--- config.mk ---
export PLATFORM = sky130hd
export DESIGN_NAME = vga_chain_source_flat
export DESIGN_NICKNAME = d
export VERILOG_FILES = /design/src/rtl/vga_chain_source_if.sv /design/src/rtl/vga_chain_source.sv /design/src/flat_wrapper.sv
export SDC_FILE = /design/constraint.sdc
export NUM_CORES = 1
export LEC_CHECK = 0
export CAP_MARGIN = 30
export CORE_ASPECT_RATIO = 0.75
export CORE_UTILIZATION = 34
export DETAILED_ROUTE_END_ITERATION = 10
export GPL_TIMING_DRIVEN = 0
export PLACE_DENSITY_LB_ADDON = 0.15
export SLEW_MARGIN = 20
export SYNTH_ARGS = -nofsm -noshare
export SYNTH_HDL_FRONTEND = slang
export SYNTH_SLANG_ARGS = --single-unit
--- constraint.sdc ---
create_clock -name clk_25 -period 2.6 [get_ports clk_25]
set_input_delay 0.26 -clock clk_25 [delete_from_list [all_inputs] [get_ports clk_25]]
set_output_delay 0.26 -clock clk_25 [all_outputs]
set_load 0.005 [all_outputs]
--- src/rtl/vga_chain_source_if.sv ---
// Raster bus leaving the head of the VGA chain: run request in, timing/pixel out.
// The master side is the timing generator; the slave side is the downstream chain.
interface vga_chain_source_if;
   logic        run;
   logic [9:0]  pxl_x;
   logic [9:0]  pxl_y;
   logic        en;
   logic        hsync;
   logic        vsync;
   logic [3:0]  red;
   logic [3:0]  green;
   logic [3:0]  blue;
   logic        line_start;
   logic        frame_start;
   logic [15:0] frame_cnt;
   logic        running;

   modport master (
      input  run,
      output pxl_x, pxl_y, en, hsync, vsync, red, green, blue,
             line_start, frame_start, frame_cnt, running
   );

   modport slave (
      output run,
      input  pxl_x, pxl_y, en, hsync, vsync, red, green, blue,
             line_start, frame_start, frame_cnt, running
   );
endinterface

--- src/rtl/vga_chain_source.sv ---
// VGA timing generator at the head of the chain: raster counters, syncs, frame/line
// pulses and frame counter, with a run/stop that only stops on a frame boundary.
module vga_chain_source #(
   parameter int H_ACTIVE = 640,
   parameter int H_FP     = 16,
   parameter int H_SYNC   = 96,
   parameter int H_BP     = 48,
   parameter int V_ACTIVE = 480,
   parameter int V_FP     = 10,
   parameter int V_SYNC   = 2,
   parameter int V_BP     = 33,
   parameter bit HS_POL   = 1'b0,
   parameter bit VS_POL   = 1'b0
) (
   input  logic                  clk_25,
   input  logic                  resetN,
   vga_chain_source_if.master    vga
);

   localparam int H_TOTAL = H_ACTIVE + H_FP + H_SYNC + H_BP;
   localparam int V_TOTAL = V_ACTIVE + V_FP + V_SYNC + V_BP;

   localparam logic [9:0] H_LAST   = 10'(H_TOTAL - 1);
   localparam logic [9:0] V_LAST   = 10'(V_TOTAL - 1);
   localparam logic [9:0] H_ACT    = 10'(H_ACTIVE);
   localparam logic [9:0] V_ACT    = 10'(V_ACTIVE);
   localparam logic [9:0] HS_START = 10'(H_ACTIVE + H_FP);
   localparam logic [9:0] HS_END   = 10'(H_ACTIVE + H_FP + H_SYNC);
   localparam logic [9:0] VS_START = 10'(V_ACTIVE + V_FP);
   localparam logic [9:0] VS_END   = 10'(V_ACTIVE + V_FP + V_SYNC);

   typedef enum logic {IDLE = 1'b0, RUN = 1'b1} state_t;

   state_t      state_r, state_nxt_s;
   logic [9:0]  h_cnt_r, v_cnt_r, h_cnt_nxt_s, v_cnt_nxt_s;
   logic        h_wrap_s, v_wrap_s;
   logic        hs_act_s, vs_act_s, frame_pix_s;
   logic [15:0] frame_cnt_nxt_s;

   logic [9:0]  pxl_x_r, pxl_y_r;
   logic        en_r, hsync_r, vsync_r, line_start_r, frame_start_r, running_r;
   logic [15:0] frame_cnt_r;

   // State and raster counter registers
   always_ff @(posedge clk_25 or negedge resetN) begin
      if (!resetN) begin
         state_r <= IDLE;
         h_cnt_r <= 10'd0;
         v_cnt_r <= 10'd0;
      end else begin
         state_r <= state_nxt_s;
         h_cnt_r <= h_cnt_nxt_s;
         v_cnt_r <= v_cnt_nxt_s;
      end
   end

   // Next state and counter advance; a stop request only takes effect on the last pixel
   always_comb begin
      state_nxt_s = state_r;
      h_cnt_nxt_s = 10'd0;
      v_cnt_nxt_s = 10'd0;
      h_wrap_s    = (h_cnt_r == H_LAST);
      v_wrap_s    = (v_cnt_r == V_LAST);
      case (state_r)
         IDLE: begin
            if (vga.run) state_nxt_s = RUN;
            else         state_nxt_s = IDLE;
         end
         RUN: begin
            if (h_wrap_s) begin
               h_cnt_nxt_s = 10'd0;
               if (v_wrap_s) begin
                  v_cnt_nxt_s = 10'd0;
                  if (!vga.run) state_nxt_s = IDLE;
                  else          state_nxt_s = RUN;
               end else begin
                  v_cnt_nxt_s = v_cnt_r + 10'd1;
               end
            end else begin
               h_cnt_nxt_s = h_cnt_r + 10'd1;
               v_cnt_nxt_s = v_cnt_r;
            end
         end
         default: state_nxt_s = IDLE;
      endcase
   end

   // Decode of the current raster position feeding the output register stage
   always_comb begin
      hs_act_s        = (h_cnt_r >= HS_START) && (h_cnt_r < HS_END);
      vs_act_s        = (v_cnt_r >= VS_START) && (v_cnt_r < VS_END);
      frame_pix_s     = (state_r == RUN) && (h_cnt_r == 10'd0) && (v_cnt_r == 10'd0);
      frame_cnt_nxt_s = frame_cnt_r + {15'd0, frame_pix_s};
   end

   // Registered outputs, one cycle behind the counters; blank while idle
   always_ff @(posedge clk_25 or negedge resetN) begin
      if (!resetN) begin
         pxl_x_r       <= 10'd0;
         pxl_y_r       <= 10'd0;
         en_r          <= 1'b0;
         hsync_r       <= ~HS_POL;
         vsync_r       <= ~VS_POL;
         line_start_r  <= 1'b0;
         frame_start_r <= 1'b0;
         running_r     <= 1'b0;
         frame_cnt_r   <= 16'd0;
      end else begin
         frame_cnt_r <= frame_cnt_nxt_s;
         if (state_r == RUN) begin
            pxl_x_r       <= h_cnt_r;
            pxl_y_r       <= v_cnt_r;
            en_r          <= (h_cnt_r < H_ACT) && (v_cnt_r < V_ACT);
            hsync_r       <= hs_act_s ? HS_POL : ~HS_POL;
            vsync_r       <= vs_act_s ? VS_POL : ~VS_POL;
            line_start_r  <= (h_cnt_r == 10'd0);
            frame_start_r <= frame_pix_s;
            running_r     <= 1'b1;
         end else begin
            pxl_x_r       <= 10'd0;
            pxl_y_r       <= 10'd0;
            en_r          <= 1'b0;
            hsync_r       <= ~HS_POL;
            vsync_r       <= ~VS_POL;
            line_start_r  <= 1'b0;
            frame_start_r <= 1'b0;
            running_r     <= 1'b0;
         end
      end
   end

   assign vga.pxl_x       = pxl_x_r;
   assign vga.pxl_y       = pxl_y_r;
   assign vga.en          = en_r;
   assign vga.hsync       = hsync_r;
   assign vga.vsync       = vsync_r;
   assign vga.line_start  = line_start_r;
   assign vga.frame_start = frame_start_r;
   assign vga.frame_cnt   = frame_cnt_r;
   assign vga.running     = running_r;
   assign vga.red         = 4'd0;
   assign vga.green       = 4'd0;
   assign vga.blue        = 4'd0;

endmodule

--- src/flat_wrapper.sv ---
// flat-port wrapper written by rule: the top's interface ports become plain ports
module vga_chain_source_flat 
#(
   parameter int H_ACTIVE = 640,
   parameter int H_FP     = 16,
   parameter int H_SYNC   = 96,
   parameter int H_BP     = 48,
   parameter int V_ACTIVE = 480,
   parameter int V_FP     = 10,
   parameter int V_SYNC   = 2,
   parameter int V_BP     = 33,
   parameter bit HS_POL   = 1'b0,
   parameter bit VS_POL   = 1'b0
)
  (clk_25, resetN, vga_run, vga_pxl_x, vga_pxl_y, vga_en, vga_hsync, vga_vsync, vga_red, vga_green, vga_blue, vga_line_start, vga_frame_start, vga_frame_cnt, vga_running);
  vga_chain_source_if vga_i ();
  input  logic clk_25;
  input  logic resetN;
  input wire logic [$bits(vga_i.run)-1:0] vga_run;
  output wire logic [$bits(vga_i.pxl_x)-1:0] vga_pxl_x;
  output wire logic [$bits(vga_i.pxl_y)-1:0] vga_pxl_y;
  output wire logic [$bits(vga_i.en)-1:0] vga_en;
  output wire logic [$bits(vga_i.hsync)-1:0] vga_hsync;
  output wire logic [$bits(vga_i.vsync)-1:0] vga_vsync;
  output wire logic [$bits(vga_i.red)-1:0] vga_red;
  output wire logic [$bits(vga_i.green)-1:0] vga_green;
  output wire logic [$bits(vga_i.blue)-1:0] vga_blue;
  output wire logic [$bits(vga_i.line_start)-1:0] vga_line_start;
  output wire logic [$bits(vga_i.frame_start)-1:0] vga_frame_start;
  output wire logic [$bits(vga_i.frame_cnt)-1:0] vga_frame_cnt;
  output wire logic [$bits(vga_i.running)-1:0] vga_running;
  assign vga_i.run = vga_run;
  assign vga_pxl_x = vga_i.pxl_x;
  assign vga_pxl_y = vga_i.pxl_y;
  assign vga_en = vga_i.en;
  assign vga_hsync = vga_i.hsync;
  assign vga_vsync = vga_i.vsync;
  assign vga_red = vga_i.red;
  assign vga_green = vga_i.green;
  assign vga_blue = vga_i.blue;
  assign vga_line_start = vga_i.line_start;
  assign vga_frame_start = vga_i.frame_start;
  assign vga_frame_cnt = vga_i.frame_cnt;
  assign vga_running = vga_i.running;
  vga_chain_source #(.H_ACTIVE(H_ACTIVE), .H_FP(H_FP), .H_SYNC(H_SYNC), .H_BP(H_BP), .V_ACTIVE(V_ACTIVE), .V_FP(V_FP), .V_SYNC(V_SYNC), .V_BP(V_BP), .HS_POL(HS_POL), .VS_POL(VS_POL)) u_core (.clk_25(clk_25), .resetN(resetN), .vga(vga_i));
endmodule
After elaboration in Yosys (flattened, before gate mapping)
Cells that the tools add are included.

Flip-flop bits (word level): 63. ROM bits: 0. Latch bits: 0. Memories kept: 0. Memory bits (writable): 0.

Div/mod/pow operators: 0. Reductions and logical operators: 7. $add $sub $neg: 3. $mul: 0. Bitwise gates (word level): 1. Mux-type cells: 19. $lt $le $gt $ge: 6. Shift-type cells: 0. Eq/ne operators: 3.

Operators with widths (number): two-way mux 10 bit (7); adder 10 x 1 -> 10 bit, second input constant (2); == test 10 bit, second input constant (2); zero test 10 bit (2); < comparator 10 bit, second input constant (2); < comparator 10 x 9 -> 1 bit, second input constant (2); adder 16 x 1 -> 16 bit (1); two-way mux 1 bit (11); greater-or-equal comparator 10 bit, second input constant (1); greater-or-equal comparator 10 x 9 -> 1 bit, second input constant (1); logical AND 1 bit (5); != test 2 bit, second input constant (1); one-hot mux 1 bit (2 select lines) (1); inverter 1 bit (1).

Longest topological paths before layout
Depth after elaboration: 4. Depth in mapped cells: 11.

Least setup slack after synthesis
Ideal clock, no wire load.

Kind: reg2reg. Start: reg u_core.h_cnt_r[2]. End: reg u_core.frame_cnt_r[14] (netlist: u_core.vga.frame_cnt[14]). Period minus slack after synthesis: 2.670 ns. Slack: -0.070 ns. Arrival time: 2.547 ns. Setup time: 0.123 ns. Path buffers: 1. Stages on the path, launching flop included: 12. Cell sequence: dfrtp_1 > clkbuf_1 > nor4_1 > nand2_1 > nor4_1 > nor4bb_1 > ha_1 > ha_1 > inv_1 > nor4_1 > nand3_1 > xnor2_1.

Longest elaborated chain between the ends: 4.

RTL lines: start, declared (RTL line vga_chain_source.sv:35) `logic [9:0] h_cnt_r, v_cnt_r, h_cnt_nxt_s, v_cnt_nxt_s;`; start signal, assigned (RTL line vga_chain_source.sv:52) `h_cnt_r <= h_cnt_nxt_s;`; zero test 10 bit (RTL line vga_chain_source.sv:92) `frame_pix_s = (state_r == RUN) && (h_cnt_r == 10'd0) && (v_cnt_r == 10'd0);`; logical AND 1 bit (2 in a row) (RTL line vga_chain_source.sv:92); adder 16 x 1 -> 16 bit (RTL line vga_chain_source.sv:93) `frame_cnt_nxt_s = frame_cnt_r + {15'd0, frame_pix_s};`; net u_core.frame_cnt_nxt_s[14] (RTL line vga_chain_source.sv:38) `logic [15:0] frame_cnt_nxt_s;`; end signal, assigned (RTL line vga_chain_source.sv:109) `frame_cnt_r <= frame_cnt_nxt_s;`; end, declared (RTL line vga_chain_source.sv:42) `logic [15:0] frame_cnt_r;`.

The timed path passes the listed nets, and every way through them passes these cells. A chain may end at the register's enable or synchronous reset.

Worst setup path after layout
Start: reg u_core.h_cnt_r[7]. End: reg u_core.frame_cnt_r[14] (netlist: u_core.vga.frame_cnt[14]).

Same word-level chain as after synthesis.

==> impl_metrics.py <==
metrics = {
    "synth": {
        "ys_seq_area_share_pct": 55.13,
        "syn-instance-count": 260,
        "yosysMostFrequentCell": "dfrtp_1",
        "synth_top_area_cell": "dfrtp_1",
        "yosys.area.top_type_share_pct": 53.30,
        "syn_area_um2": 2864,
        "synth_flop_cell": "dfrtp_1",
        "synth_common_cells": "dfrtp_1 (61), and2_1 (23), nand2_1 (20)",
        "synth_area_leaders": "dfrtp_1 (53%), and2_1 (5.0%), xnor2_1 (4.9%), buf_4 (3.1%), ha_1 (3.1%)",
        "ys_warn_count": 0,
        "synth_edf_count": 0,
        "synthArstFlopShare_pct": 100.0,
        "ys_ff_latch": 63,
        "post_synth_num_cell_types": 47,
        "avgSynthCellArea_um2": 11.02,
    },
    "clock_tree": {
        "cts_max_level": 3,
        "root_buffer": "clkbuf_8",
        "clkSinkCount": 63,
        "cts_tree": "done",
        "insertion_delay_ns": 0.35,
        "clockBufferDepth": 2,
        "clk_transition_reported_paths_ns": 0.08,
        "numCtsBuffers": 9,
    },
    "layout": {
        "final_layout_size_suffix_gt1_share_pct": 18.10,
        "nNetsFinal": 342,
        "antennaDiodeCount": 0,
        "area_growth_pct": 35.82,
        "stdcell_count": 442,
        "final_area_um2": 3890,
        "fillers": 756,
    },
    "drt": {
        "wirelength_mm": 5.953,
        "via_per_inst": 4.613,
        "drc_errors": 0,
        "drt_iter0_drc": 70,
        "first_pass_iters": 4,
        "antenna_left": 0,
        "vias": 2039,
        "routedWlPerCell_um": 13.47,
    },
    "timing": {
        "tightestPinTransition_ns": 0.4907,
        "max_freq_mhz": 418.2,
        "hold_violations": 0,
        "layout_min_cycle_time_ns": 2.391,
        "drv_slew": 0,
        "period_share_pct": 91.97,
        "skew_ns": 0.01469,
        "slew_headroom_pct": 66.94,
        "rsz0062_at_grt": "no",
        "finalSetupViolations": 0,
    },
    "floorplan": {
        "core-area_um2": 8023,
        "num_rows": 28,
        "start_util_pct": 35.70,
        "io_pins": 57,
        "die_y_um": 81.49,
        "die_width_um": 108.0,
        "design.die.area_um2": 8799,
    },
    "setup_path": {
        "critical_path_class": "register to register",
        "end_kind": "register",
        "cp_common_cell": "nor4_4",
        "required_ns": 2.85,
        "path_max_fanout": 3,
        "slowest_stage": "dfrtp_2",
        "cp_cell_sequence": "nor4_2 > nand2_1 > nor4_4 > nor4bb_4 > ha_2 > ha_4 > inv_2 > nor4_4 > nand3_1 > xnor2_1",
        "worstPathArrival_ns": 2.64,
        "slowest_delay_ns": 0.43,
        "start_kind": "register",
    },
    "grt": {
        "overflow": 0,
        "grt_use_total_pct": 14.91,
        "grt_pass1_wl_mm": 9.666,
        "antenna_found_initial": 0,
        "grt_max_degree": 45,
        "grt_pass1_vias": 1866,
    },
    "power": {
        "ir_drop_v": 0.0002865,
        "finalPower_mw": 2.073,
        "p_per_area_nw_per_um2": 533.0,
        "p_leak_nw": 1.732,
    },
    "placement": {
        "dpl_cell_area_um2": 3521,
        "gp_congestion": 0.8219,
        "portBuffers": 44,
        "hpwl_mm": 4.114,
        "place_inst": 421,
    },
    "worst_hold_path": {
        "hp-class": "input pin to async pin",
    },
    "run_status": {
        "status": "finished clean",
    },
    "run": {
        "cap_violations": 0,
    },
}
[critical path: cells and delay by family (launching register included)]
family / cells / cell delay (ns)
adder cells (fa/ha/maj): 2 / 0.43
buffers and inverters: 1 / 0.06
XOR/XNOR: 1 / 0.13
flip-flops: 1 / 0.43
AND/OR/NAND/NOR: 6 / 1.24
[final cells by class]
type	count	area, um2	area share (%)
multi-input cells	175	1232	31.68
plain buffers	21	141.4	3.635
inverters	10	37.54	0.9649
clock buffers	9	123.9	3.184
well taps	105	131.4	3.377
flip-flops and latches	63	1583	40.69
clock inverters	7	120.1	3.088
repair buffers	52	520.5	13.38
[registers in the layout, summed over array words and instances, names as in the netlist]
signal and count:
u_core.v_cnt_r 10, u_core.vga.frame_cnt 16, u_core.vga.pxl_y 10, u_core.vga.hsync 1
u_core.vga.pxl_x 10, u_core.h_cnt_r 10, u_core.state_r 1, u_core.vga.vsync 1
u_core.vga.frame_start 1, u_core.vga.running 1, u_core.vga.line_start 1, u_core.vga.en 1
[stage by stage]
step	worst slack (ns)	setup TNS [ns]	utilization (%)	hold WS (ns)
after floorplan	0.03782	0	-	-0.03559
after global placement	-0.8508	-53.60	43.57	0.4618
after detailed placement	-0.4945	-2.519	43.89	0.1603
after CTS	0.006963	0	47.61	0.3237
after global routing	0.01944	0	48.49	0.3365
final	0.2087	0	48.49	0.3221
[report_power, final]
part / internal, mW / switching, mW / total (mW) / leakage (nW)
Sequential: 0.980 / 0 / 0.980 / 0.823
Clock: 0.640 / 0.410 / 1.05 / 0.120
Combinational: 0.0190 / 0.0256 / 0.0446 / 0.789
Total: 1.64 / 0.435 / 2.07 / 1.73
[path summary, 6_finish.rpt]
| check | start | to | slack [ns] | depth (start not counted) |
|---|---|---|---|---|
| setup / recovery | u_core.h_cnt_r[7] | u_core.vga.frame_cnt[14] | 0.21 | 10 |
| hold / removal | resetN | u_core.vga.frame_cnt[15] | 0.32 | 2 |
| setup reg to reg | u_core.h_cnt_r[7] | u_core.vga.frame_cnt[14] | 0.21 | 10 |
| hold reg to reg | u_core.vga.frame_cnt[15] | u_core.vga.frame_cnt[15] | 0.47 | 1 |
| max in group asynchronous | resetN | u_core.vga.hsync | 1.71 | 3 |
| min in group clk_25 | vga_run | u_core.state_r | 0.46 | 2 |
[logic make-up (layout without fill, tap and decap cells)]
kind of cell	count (synthesis)	in the layout	synth area share, %
AOI/OAI and AO/OA	19	19	5.199
xor gates and xnor gates	23	23	7.034
adders and majority gates	7	7	3.058
buffers and inverters	33	99	6.553
DFF	63	63	55.13
muxes	2	2	0.7427
other	1	12	0.1309
and+or+nand+nor	112	112	22.15
[metal layers]
| layer | GRT usage [%] | routed length (um) |
|---|---|---|
| met5 | 0 | 0 |
| met3 | 6.270 | 325 |
| met2 | 20.13 | 2505 |
| met1 | 21.51 | 3056 |
| met4 | 4.110 | 65 |
[placed cells by master (no fill, tap or decap), types with 2 or more instances in the layout]
cell type        instances
dfrtp_1                 58
clkdlybuf4s50_1         43
and2_1                  23
nand2_1                 20
buf_4                   19
xnor2_1                 16
nand3_1                 15
nor2_1                  12
conb_1                  12
inv_1                    9
clkbuf_8                 9
xor2_1                   7
nand4_1                  6
nor3_1                   6
clkbuf_1                 5
o21ai_0                  5
ha_1                     5
and4_1                   4
nor4_4                   3
and3_1                   3
nand2b_1                 3
bufinv_16                3
dfrtp_2                  3
buf_6                    2
buf_2                    2
nor3b_1                  2
o21a_1                   2
nor4_1                   2
o31ai_1                  2
dfstp_2                  2
[what timing repair did]
action                                  4_1_cts  5_1_grt
gates cloned                                  0        0
endpoints found under the setup margin       11        4
pin swaps                                     4        4
setup buffers                                 1        5
gates resized for setup                       9        8
hold buffers                                  1        0
endpoints found under the hold margin        18        0
Power figures use the tool's default switching activity.
